[src/rtl/hazard_pkg.sv]
// Shared constants, state encoding and register-compare helper for the
// five-stage pipeline hazard unit.
package hazard_pkg;

  localparam int WB_MEM  = 1;
  localparam int WB_MULT = 3;

  localparam logic [1:0] FWD_REG = 2'b00;
  localparam logic [1:0] FWD_W   = 2'b01;
  localparam logic [1:0] FWD_M   = 2'b10;

  typedef enum logic [1:0] {
    RUN      = 2'b00,
    DMISS    = 2'b01,
    MULTWAIT = 2'b10,
    IMISS    = 2'b11
  } state_t;

  // Register 0 is hardwired, so it never matches a producer.
  function automatic logic reg_match(input logic [4:0] a, input logic [4:0] b);
    return (a != 5'd0) && (a == b);
  endfunction

endpackage

[src/rtl/hazard_unit_fwd_select.sv]
// Forward-source selector: compares one consumer register against the M and
// W destinations; M wins because it holds the younger result.
module fwd_select
  import hazard_pkg::*;
(
  input  logic [4:0] i_src,
  input  logic       i_reg_write_m,
  input  logic [4:0] i_write_reg_m,
  input  logic       i_reg_write_w,
  input  logic [4:0] i_write_reg_w,
  output logic [1:0] o_sel
);

  // Priority compare, M stage first
  always_comb begin
    o_sel = FWD_REG;
    if (i_reg_write_m && reg_match(i_src, i_write_reg_m)) begin
      o_sel = FWD_M;
    end else if (i_reg_write_w && reg_match(i_src, i_write_reg_w)) begin
      o_sel = FWD_W;
    end else begin
      o_sel = FWD_REG;
    end
  end

endmodule

[src/rtl/hazard_unit.sv]
// Pipeline hazard unit: stalls, flushes and forward selects for the MIPS
// datapath, plus in-flight multiply tracking and saturating stall counters.
module hazard_unit
  import hazard_pkg::*;
#(
  parameter int CNT_W = 32
) (
  input  logic             clk,
  input  logic             rst,
  input  logic             hitF,
  input  logic [1:0]       branchD,
  input  logic [4:0]       RsD,
  input  logic [4:0]       RtD,
  input  logic             jumpd,
  input  logic             pcsrcd,
  input  logic             RegWriteE,
  input  logic             MultStartE,
  input  logic             MultDoneE,
  input  logic [3:0]       WBSrcE,
  input  logic [4:0]       RsE,
  input  logic [4:0]       RtE,
  input  logic [4:0]       WriteRegE,
  input  logic             RegWriteM,
  input  logic             hitM,
  input  logic [3:0]       WBSrcM,
  input  logic [4:0]       WriteRegM,
  input  logic             RegWriteW,
  input  logic [4:0]       WriteRegW,
  output logic             stallF,
  output logic             stallD,
  output logic             flushE,
  output logic             stallE,
  output logic             stallM,
  output logic             stallW,
  output logic             forwardAD,
  output logic             forwardBD,
  output logic [1:0]       forwardAE,
  output logic [1:0]       forwardBE,
  output logic [CNT_W-1:0] load_use_cnt,
  output logic [CNT_W-1:0] branch_cnt,
  output logic [CNT_W-1:0] miss_cnt,
  output logic [CNT_W-1:0] mult_cnt
);

  localparam logic [CNT_W-1:0] CNT_MAX = {CNT_W{1'b1}};
  localparam logic [CNT_W-1:0] CNT_ONE = {{(CNT_W-1){1'b0}}, 1'b1};

  state_t     r_state;
  state_t     w_state_next;
  logic       r_mult_busy;
  logic [1:0] w_fwd_ae;
  logic [1:0] w_fwd_be;
  logic [1:0] w_fwd_ad;
  logic [1:0] w_fwd_bd;
  logic       w_lwstall;
  logic       w_brstall;
  logic       w_multwait;
  logic       w_inc_lu;
  logic       w_inc_br;
  logic       w_inc_miss;
  logic       w_inc_mult;
  logic       w_unused;

  fwd_select u_fwd_ae (
    .i_src(RsE), .i_reg_write_m(RegWriteM), .i_write_reg_m(WriteRegM),
    .i_reg_write_w(RegWriteW), .i_write_reg_w(WriteRegW), .o_sel(w_fwd_ae)
  );
  fwd_select u_fwd_be (
    .i_src(RtE), .i_reg_write_m(RegWriteM), .i_write_reg_m(WriteRegM),
    .i_reg_write_w(RegWriteW), .i_write_reg_w(WriteRegW), .o_sel(w_fwd_be)
  );
  fwd_select u_fwd_ad (
    .i_src(RsD), .i_reg_write_m(RegWriteM), .i_write_reg_m(WriteRegM),
    .i_reg_write_w(RegWriteW), .i_write_reg_w(WriteRegW), .o_sel(w_fwd_ad)
  );
  fwd_select u_fwd_bd (
    .i_src(RtD), .i_reg_write_m(RegWriteM), .i_write_reg_m(WriteRegM),
    .i_reg_write_w(RegWriteW), .i_write_reg_w(WriteRegW), .o_sel(w_fwd_bd)
  );

  assign w_lwstall = WBSrcE[WB_MEM] && ((RtE == RsD) || (RtE == RtD));
  assign w_brstall = (branchD != 2'b00) &&
                     ((RegWriteE && (reg_match(WriteRegE, RsD) || reg_match(WriteRegE, RtD))) ||
                      (WBSrcM[WB_MEM] && (reg_match(WriteRegM, RsD) || reg_match(WriteRegM, RtD))));
  assign w_multwait = WBSrcE[WB_MULT] && r_mult_busy && !MultDoneE;

  // Redirects need no action: a pending branch stall already holds F and D.
  assign w_unused = ^{jumpd, pcsrcd, r_state, WBSrcE, WBSrcM};

  // Priority-ordered hazard resolution: next state, stall/flush/forward, counter enables
  always_comb begin
    w_state_next = RUN;
    stallF       = 1'b0;
    stallD       = 1'b0;
    flushE       = 1'b0;
    stallE       = 1'b0;
    stallM       = 1'b0;
    stallW       = 1'b0;
    forwardAE    = FWD_REG;
    forwardBE    = FWD_REG;
    forwardAD    = 1'b0;
    forwardBD    = 1'b0;
    w_inc_lu     = 1'b0;
    w_inc_br     = 1'b0;
    w_inc_miss   = 1'b0;
    w_inc_mult   = 1'b0;
    if (rst) begin
      w_state_next = RUN;
    end else begin
      forwardAE = w_fwd_ae;
      forwardBE = w_fwd_be;
      forwardAD = (w_fwd_ad == FWD_M);
      forwardBD = (w_fwd_bd == FWD_M);
      if (!hitM) begin
        w_state_next = DMISS;
        {stallF, stallD, stallE, stallM, stallW} = 5'b11111;
        w_inc_miss   = 1'b1;
      end else if (w_multwait) begin
        w_state_next = MULTWAIT;
        {stallF, stallD, stallE} = 3'b111;
        w_inc_mult   = 1'b1;
      end else if (!hitF) begin
        w_state_next = IMISS;
        {stallF, stallD, flushE} = 3'b111;
        w_inc_miss   = 1'b1;
      end else if (w_lwstall || w_brstall) begin
        w_state_next = RUN;
        {stallF, stallD, flushE} = 3'b111;
        w_inc_lu     = w_lwstall;
        w_inc_br     = w_brstall;
      end else begin
        w_state_next = RUN;
      end
    end
  end

  // State register
  always_ff @(posedge clk) begin
    if (rst) begin
      r_state <= RUN;
    end else begin
      r_state <= w_state_next;
    end
  end

  // In-flight multiply tracker; a start in the retire cycle keeps it busy
  always_ff @(posedge clk) begin
    if (rst) begin
      r_mult_busy <= 1'b0;
    end else if (MultStartE) begin
      r_mult_busy <= 1'b1;
    end else if (MultDoneE) begin
      r_mult_busy <= 1'b0;
    end else begin
      r_mult_busy <= r_mult_busy;
    end
  end

  // Saturating performance counters
  always_ff @(posedge clk) begin
    if (rst) begin
      load_use_cnt <= '0;
      branch_cnt   <= '0;
      miss_cnt     <= '0;
      mult_cnt     <= '0;
    end else begin
      if (w_inc_lu && (load_use_cnt != CNT_MAX)) load_use_cnt <= load_use_cnt + CNT_ONE;
      if (w_inc_br && (branch_cnt != CNT_MAX))   branch_cnt   <= branch_cnt + CNT_ONE;
      if (w_inc_miss && (miss_cnt != CNT_MAX))   miss_cnt     <= miss_cnt + CNT_ONE;
      if (w_inc_mult && (mult_cnt != CNT_MAX))   mult_cnt     <= mult_cnt + CNT_ONE;
    end
  end

endmodule
[config.mk]
export PLATFORM = sky130hd
export DESIGN_NAME = hazard_unit
export DESIGN_NICKNAME = d
export VERILOG_FILES = /design/src/rtl/hazard_pkg.sv /design/src/rtl/hazard_unit_fwd_select.sv /design/src/rtl/hazard_unit.sv
export SDC_FILE = /design/constraint.sdc
export NUM_CORES = 1
export LEC_CHECK = 0
export CORE_UTILIZATION = 49
export DETAILED_ROUTE_END_ITERATION = 10
export GPL_TIMING_DRIVEN = 0
export HOLD_SLACK_MARGIN = 0.02
export PLACE_DENSITY = 0.82
export SETUP_SLACK_MARGIN = 0.1
export SYNTH_ARGS = -nofsm -noshare
export SYNTH_HDL_FRONTEND = slang
export SYNTH_SLANG_ARGS = --single-unit
[constraint.sdc]
create_clock -name clk -period 3.9 [get_ports clk]
set_input_delay 1.17 -clock clk [delete_from_list [all_inputs] [get_ports clk]]
set_output_delay 1.17 -clock clk [all_outputs]
set_load 0.05 [all_outputs]
==> run summary, run 1 <==
## Worst setup path
- **R2R depth** 8
- **crit path max-delay cell type** sky130_fd_sc_hd__or4_4
- **category of the worst setup path capture point** output port
- **most prevalent standard cell on the critical path** sky130_fd_sc_hd__buf_12
- **Critical Path AT** 2.79 ns
- **R2R setup slack** 1.39 ns
- **CP bufs+invs** 3
- **capture point of the worst reg-to-reg path** miss_cnt[18]
- **start-to-end type of the worst setup path** in2out
- **delay of the slowest critical-path stage** 0.55 ns
- **critical path startpoint category** input pin
- **cells traversed along the worst timing path** buf_12 > or4_4 > o221ai_4 > a21oi_2 > nor2_2 > nand3_2 > a21o_4 > buf_8 > buf_12
- **worst reg2reg startpoint** miss_cnt[11]
- **critical path's top delay family** simple AND/OR/NAND/NOR gates
- **required time of the critical path** 2.73 ns
- **largest fanout on the critical path** 4

## Placed design
- **routability congestion estimate from global placement** 0.899
- **Port-buffer cells** 178
- **cell count after placement** 1203
- **hpwl dp** 13900 um
- **pre-CTS setup slack** -1.42 ns

## Global route
- **vias in the first global route** 6264
- **overall overflow remaining after global route** 0
- **number of antenna violations at the first check in global routing** 0
- **global-route wire length before repair** 30500 um
- **largest net degree at the start of global routing** 20
- **GR Util All Layers** 0.262

## Power and ir drop
- **Total Power** 3.11 mW
- **power density normalized to cell area** 318 nW/um^2
- **sequential cell fraction of total power** 0.427
- **clock group share of total power** 0.490
- **net switching component of the power** 0.770 mW
- **Worst IR Drop VDD** 0.000261 V
- **power share of the combinational group** 0.084
- **internal power** 2.34 mW
- **static power due to leakage** 3.26 nW
- **Sw Ratio** 0.248

## Routing
- **detailed router's first-iteration violation count** 460
- **per-cell routed wire length** 15.3 um
- **number of remaining DRC errors** 0
- **first drt pass iteration count** 5
- **number of vias in the routed layout** 6859
- **via density per instance** 5.51
- **total routed wirelength** 19000 um
- **ANT nets after route** 0

## CTS
- **number of hold buffers added after CTS** 0
- **clock latency of the later-clocked register in the worst-skew pair** 0.42 ns
- **count of clock tree sinks** 129
- **TritonCTS buffer count** 17
- **CTS H-Tree Depth** 4
- **Root Buffer** sky130_fd_sc_hd__clkbuf_16
- **clock slew at the register clock pins of the worst setup and hold paths** 0.06 ns
- **clock tree from TritonCTS** yes
- **Max Buffers Root-to-Sink** 2

## Finish
- **most frequent standard cell in the layout excluding fill and tap cells** sky130_fd_sc_hd__clkdlybuf4s50_1
- **number of cells in the finished layout apart from fillers** 1244
- **count of fill cells added during filler insertion** 1105
- **final layout net count** 1111
- **register cell area after layout** 2580 um^2
- **total inserted antenna cells** 0
- **ratio of cells with drive above 1 in the final layout** 0.117
- **total area of multi-input combinational cells** 4270 um^2
- **Area Overhead vs Synth** 41.1%
- **most frequent cells in the layout** sky130_fd_sc_hd__clkdlybuf4s50_1, sky130_fd_sc_hd__nor2_1, sky130_fd_sc_hd__dfxtp_1

## Yosys
- **most common flop cell mapped by yosys** sky130_fd_sc_hd__dfxtp_1
- **library cell with the largest summed area after synthesis** sky130_fd_sc_hd__dfxtp_1
- **share of synthesized registers carrying an async set or reset** 0
- **Post-Synthesis Cell Area** 6920 um^2
- **largest cells by area after synthesis** sky130_fd_sc_hd__dfxtp_1, sky130_fd_sc_hd__xnor2_1, sky130_fd_sc_hd__nor2_1
- **mean instance size in the synthesized netlist** 8.19 um^2
- **Post-synth EDFFs** 0
- **post-synthesis net count** 905
- **top cell type's share of synthesized area** 0.373
- **synthesized instance count** 845
- **number of unique standard cell types used by synthesis** 55
- **flip-flop and latch count after synthesis** 129
- **Synth Warn #** 0
- **sequential fraction of the synthesis area** 0.373

## Outcome
- **outcome** finished, violations left
- **violated checks** negative setup slack

## Floorplanning
- **height of the die** 121 um
- **Rows** 43
- **width of the die** 121 um
- **initial cell density of the core** 0.500
- **number of top-level pins** 196
- **Die Outline Area** 14600 um^2
- **core region area** 13800 um^2

## Timing
- **worst hold slack across all endpoints** 0.504 ns
- **Highest Clock Rate** 253 MHz
- **largest clock skew in the final design** 0.0105 ns
- **sum of negative setup slack** -0.0560 ns
- **Final Cycle Share** 1.01
- **Final Slew Violations** 0
- **post-route worst setup slack** -0.0560 ns
- **worst relative slew slack** 0.433
- **RSZ-0062 raised after global routing** true
- **measured slew at the worst slew-check pin** 0.843 ns
- **Final Critical Period** 3.96 ns
- **endpoints failing setup** 1
- **Final Hold Fails** 0

## Worst hold path
- **worst hold path stage count** 2
- **Endpoint, Worst Hold** branch_cnt[29]
- **min-delay worst type** reg2reg
- **Worst Min Path Start** branch_cnt[29]

## Run
- **Max-cap violations** 0

==> routing by layer <==
metal	share of wire	wire length [um]	vias up	global-route usage
li1	-	-	3361	-
met1	0.45	8570	3200	0.341
met2	0.46	8800	266	0.423
met3	0.068	1300	32	0.0618
met4	0.018	350	0	0.0941
met5	0	0	-	0
==> flip-flops by register name, indices dropped and copies added, names as in the netlist <==
register,cells
branch_cnt,32
load_use_cnt,32
miss_cnt,32
mult_cnt,32
r_mult_busy,1
==> worst max path at each step <==
stage                         endpoint  depth (start not counted)          from  slack, ns
after floorplan           forwardBE[0]                          5        RtE[1]      -0.10
after global placement          stallW                          7           rst      -1.42
after detailed placement        stallW                          7           rst      -1.42
after CTS                       stallF                          9  WriteRegM[3]      -0.10
after global routing            stallF                          9  WriteRegM[2]      -0.11
final                           stallF                          9  WriteRegM[2]      -0.06
==> power by group through the flow <==
stage / Clock [mW] / Combinational [mW] / Sequential (mW)
floorplan: 0 / 0.133 / 1.36
global placement: 0 / 0.235 / 1.35
detailed placement: 0 / 0.239 / 1.35
CTS: 1.55 / 0.250 / 1.33
global route: 1.60 / 0.279 / 1.33
finish: 1.52 / 0.259 / 1.33
==> synthesized netlist by cell type (all sizes together) (3+ instances only) <==
library cell	count
xor2	57
ha	4
nand4	38
and3	18
clkbuf	25
or4	12
and2	8
nor3b	7
xnor2	79
a21oi	36
and4	10
nand3	59
o31ai	5
nand4b	3
buf	12
mux2i	4
or3	34
a31oi	3
o21ai	28
nor3	26
dfxtp	129
inv	14
nor2	136
nor2b	8
mux2	4
nor4	12
nand2	56
==> tightest hold or removal path, stage by stage, from the launching register on <==
cell and delay, ns:
sky130_fd_sc_hd__dfxtp_1 0.33, sky130_fd_sc_hd__o21ai_0 0.07, sky130_fd_sc_hd__a21oi_1 0.06
==> cell type report <==
cell class / count / share of cell area
repair buffers: 188 / 0.187
clock inverters: 13 / 0.0129
well taps: 180 / 0.0231
multi-input cells: 665 / 0.437
inverters: 14 / 0.00538
plain buffers: 36 / 0.0247
flip-flops and latches: 129 / 0.265
clock buffers: 19 / 0.0454
==> cell families after synthesis <==
group,count (synthesis),synth area share
muxes,8,0.0123
adders and majority gates,4,0.00723
and+or+nand+nor,435,0.327
AOI/OAI and AO/OA,82,0.0736
DFF,129,0.373
buffers and inverters,51,0.0349
xor gates and xnor gates,136,0.172
==> what timing repair did <==
| action | CTS | global route |
|---|---|---|
| gates resized for setup | 126 | 23 |
| pin swaps | 13 | 11 |
| setup endpoints to repair | 12 | 11 |
| buffers inserted | 3 | 7 |
==> per-stage QoR <==
stage,cell area [um^2],util
final,9760,0.706
after global routing,9760,0.706
after CTS,9670,0.699
after detailed placement,8990,0.650
after global placement,8990,0.650
after floorplan,6980,-
Note: power is estimated with default switching activity, not from simulation.
==> inputs of run 2 (changes only) <==
- CORE_MARGIN: not set -> 1
- CTS_CLUSTER_SIZE: not set -> 10
==> results of run 2 <==
No change in the layout: final DEF, timing and power equal those of run 1.
==> inputs of run 3 (changes only) <==
- CORE_UTILIZATION: 49 -> 44
- PLACE_DENSITY: 0.82 -> 0.78
- SKIP_CTS_REPAIR_TIMING: not set -> 1
- clock period: 3.9 -> 3.45 ns (I/O delays scaled with it)
==> run 3 against run 2 <==
The run still ends with negative setup slack left. Sequential share of layout area is 0.37 points lower. Sequential power is 13% higher. Die area is 11% higher. Design area is 1.4% higher. Worst hold slack worse by 0.0076 ns. First-iteration DRC count is 1.5% higher. Register-to-register slack worse by 0.42 ns. Worst setup slack worse by 0.20 ns. Routed wire length is 2.4% higher. Count of clock-buffer cells in the layout is 4 higher.
==> run summary, run 3 (synthesis gave the netlist of run 1 again) <==
## Worst setup path
- **required time of the critical path** 2.41 ns, was 2.73 ns
- **most prevalent standard cell on the critical path** sky130_fd_sc_hd__buf_8, was sky130_fd_sc_hd__buf_12
- **largest fanout on the critical path** 3, was 4
- **start-to-end type of the worst setup path** in2out, unchanged
- **crit path max-delay cell type** sky130_fd_sc_hd__or4_4, unchanged
- **R2R depth** 8, unchanged
- **cells traversed along the worst timing path** buf_12 > or4_4 > o221ai_4 > a21oi_4 > nor2_1 > nand3_1 > a21o_4 > buf_8 > buf_8, was buf_12 > or4_4 > o221ai_4 > a21oi_2 > nor2_2 > nand3_2 > a21o_4 > buf_8 > buf_12
- **critical path startpoint category** input pin, unchanged
- **Critical Path AT** 2.67 ns, was 2.79 ns
- **category of the worst setup path capture point** output port, unchanged
- **delay of the slowest critical-path stage** 0.54 ns, was 0.55 ns

## Global route
- **global-route wire length before repair** 30900 um, was 30500 um
- **largest net degree at the start of global routing** 17, was 20
- **vias in the first global route** 6090, was 6264
- **overall overflow remaining after global route** 0, unchanged
- **number of antenna violations at the first check in global routing** 1, was 0
- **GR Util All Layers** 0.240, was 0.262

## Outcome
- **violated checks** negative setup slack, unchanged
- **outcome** finished, violations left, unchanged

## Floorplanning
- **number of top-level pins** 196, unchanged
- **Die Outline Area** 16200 um^2, was 14600 um^2
- **initial cell density of the core** 0.454, was 0.500
- **height of the die** 127 um, was 121 um
- **width of the die** 127 um, was 121 um
- **core region area** 15300 um^2, was 13800 um^2
- **Rows** 45, was 43

## CTS
- **CTS H-Tree Depth** 4, unchanged
- **clock tree from TritonCTS** yes, unchanged
- **clock latency of the later-clocked register in the worst-skew pair** 0.42 ns, about the same
- **Max Buffers Root-to-Sink** 2, unchanged
- **Root Buffer** sky130_fd_sc_hd__clkbuf_16, unchanged
- **clock slew at the register clock pins of the worst setup and hold paths** 0.06 ns, about the same
- **count of clock tree sinks** 129, unchanged
- **TritonCTS buffer count** 17, unchanged

## Timing
- **measured slew at the worst slew-check pin** 0.789 ns, was 0.843 ns
- **Highest Clock Rate** 270 MHz
- **post-route worst setup slack** -0.254 ns, was -0.0560 ns
- **endpoints failing setup** 3, was 1
- **Final Cycle Share** 1.07
- **Final Slew Violations** 0, unchanged
- **worst relative slew slack** 0.470, was 0.433
- **sum of negative setup slack** -0.552 ns, was -0.0560 ns
- **largest clock skew in the final design** 0.00866 ns, was 0.0105 ns
- **RSZ-0062 raised after global routing** true, unchanged
- **Final Critical Period** 3.70 ns
- **Final Hold Fails** 0, unchanged

## Power and ir drop
- **power density normalized to cell area** 366 nW/um^2, was 318 nW/um^2
- **static power due to leakage** 3.45 nW, was 3.26 nW
- **Total Power** 3.63 mW, was 3.11 mW
- **Worst IR Drop VDD** 0.000352 V, was 0.000261 V

## Finish
- **most frequent standard cell in the layout excluding fill and tap cells** sky130_fd_sc_hd__clkdlybuf4s50_1, unchanged
- **most frequent cells in the layout** sky130_fd_sc_hd__clkdlybuf4s50_1, sky130_fd_sc_hd__nor2_1, sky130_fd_sc_hd__dfxtp_1, unchanged
- **final layout net count** 1108, was 1111
- **Area Overhead vs Synth** 43.1%, was 41.1%
- **ratio of cells with drive above 1 in the final layout** 0.111, was 0.117

## Routing
- **first drt pass iteration count** 7, was 5
- **per-cell routed wire length** 15.3 um, about the same
- **number of remaining DRC errors** 0, unchanged
- **ANT nets after route** 0, unchanged
- **detailed router's first-iteration violation count** 467, was 460
- **total routed wirelength** 19500 um, was 19000 um
- **via density per instance** 5.32, was 5.51
- **number of vias in the routed layout** 6775, was 6859

## Placed design
- **Port-buffer cells** 178, unchanged
- **routability congestion estimate from global placement** 0.878, was 0.899
- **hpwl dp** 14200 um, was 13900 um
- **pre-CTS setup slack** -1.45 ns, was -1.42 ns

## Worst hold path
- **worst hold path stage count** 2, unchanged
- **min-delay worst type** reg2reg, unchanged

## Run
- **Max-cap violations** 0, unchanged

==> run 3: routing by layer <==
layer,track usage,routed length [um],up-vias
met5,0,0,-
met2,0.395,9400,194
met1,0.305,8650,3204
li1,-,-,3356
met3,0.0653,1120,21
met4,0.0742,299,0
==> run 3: report_power, final <==
group	internal, mW	switching (mW)
registers	1.49	0.00435
logic	0.130	0.166
clock network	1.17	0.658
==> run 3: final timing paths <==
check | endpoint | from | slack (ns)
worst max-delay path | stallF | WriteRegM[3] | -0.25
worst min-delay path | branch_cnt[10] | branch_cnt[10] | 0.50
worst max register to register | load_use_cnt[12] | load_use_cnt[0] | 0.97
worst min register to register | branch_cnt[10] | branch_cnt[10] | 0.50
==> run 3: final cells by class <==
cell class	count	area (um^2)
Timing Repair Buffer	184	1880
Clock buffer	23	468
Fill cell	1285	5360
Antenna cell	1	2.50
Multi-Input combinational cell	665	4260
Inverter	14	52.6
Buffer	37	259
Tap cell	211	264
Sequential cell	129	2580
Clock inverter	9	130
==> run 3: critical path, delay by kind of cell <==
family | cells | cell delay [ns]
buf+inv | 3 | 0.36
compound gates | 3 | 0.53
simple gates | 3 | 0.74
==> run 3: stage by stage <==
stage               cell area, um^2  hold slack, ns  instances  utilization
floorplan                      7030           0.467        845            -
global placement               9080           0.482       1234        0.595
detailed placement             9080           0.495       1234        0.595
CTS                            9680           0.502       1266        0.634
global route                   9900           0.535       1273        0.649
finish                         9900           0.497       1273        0.649
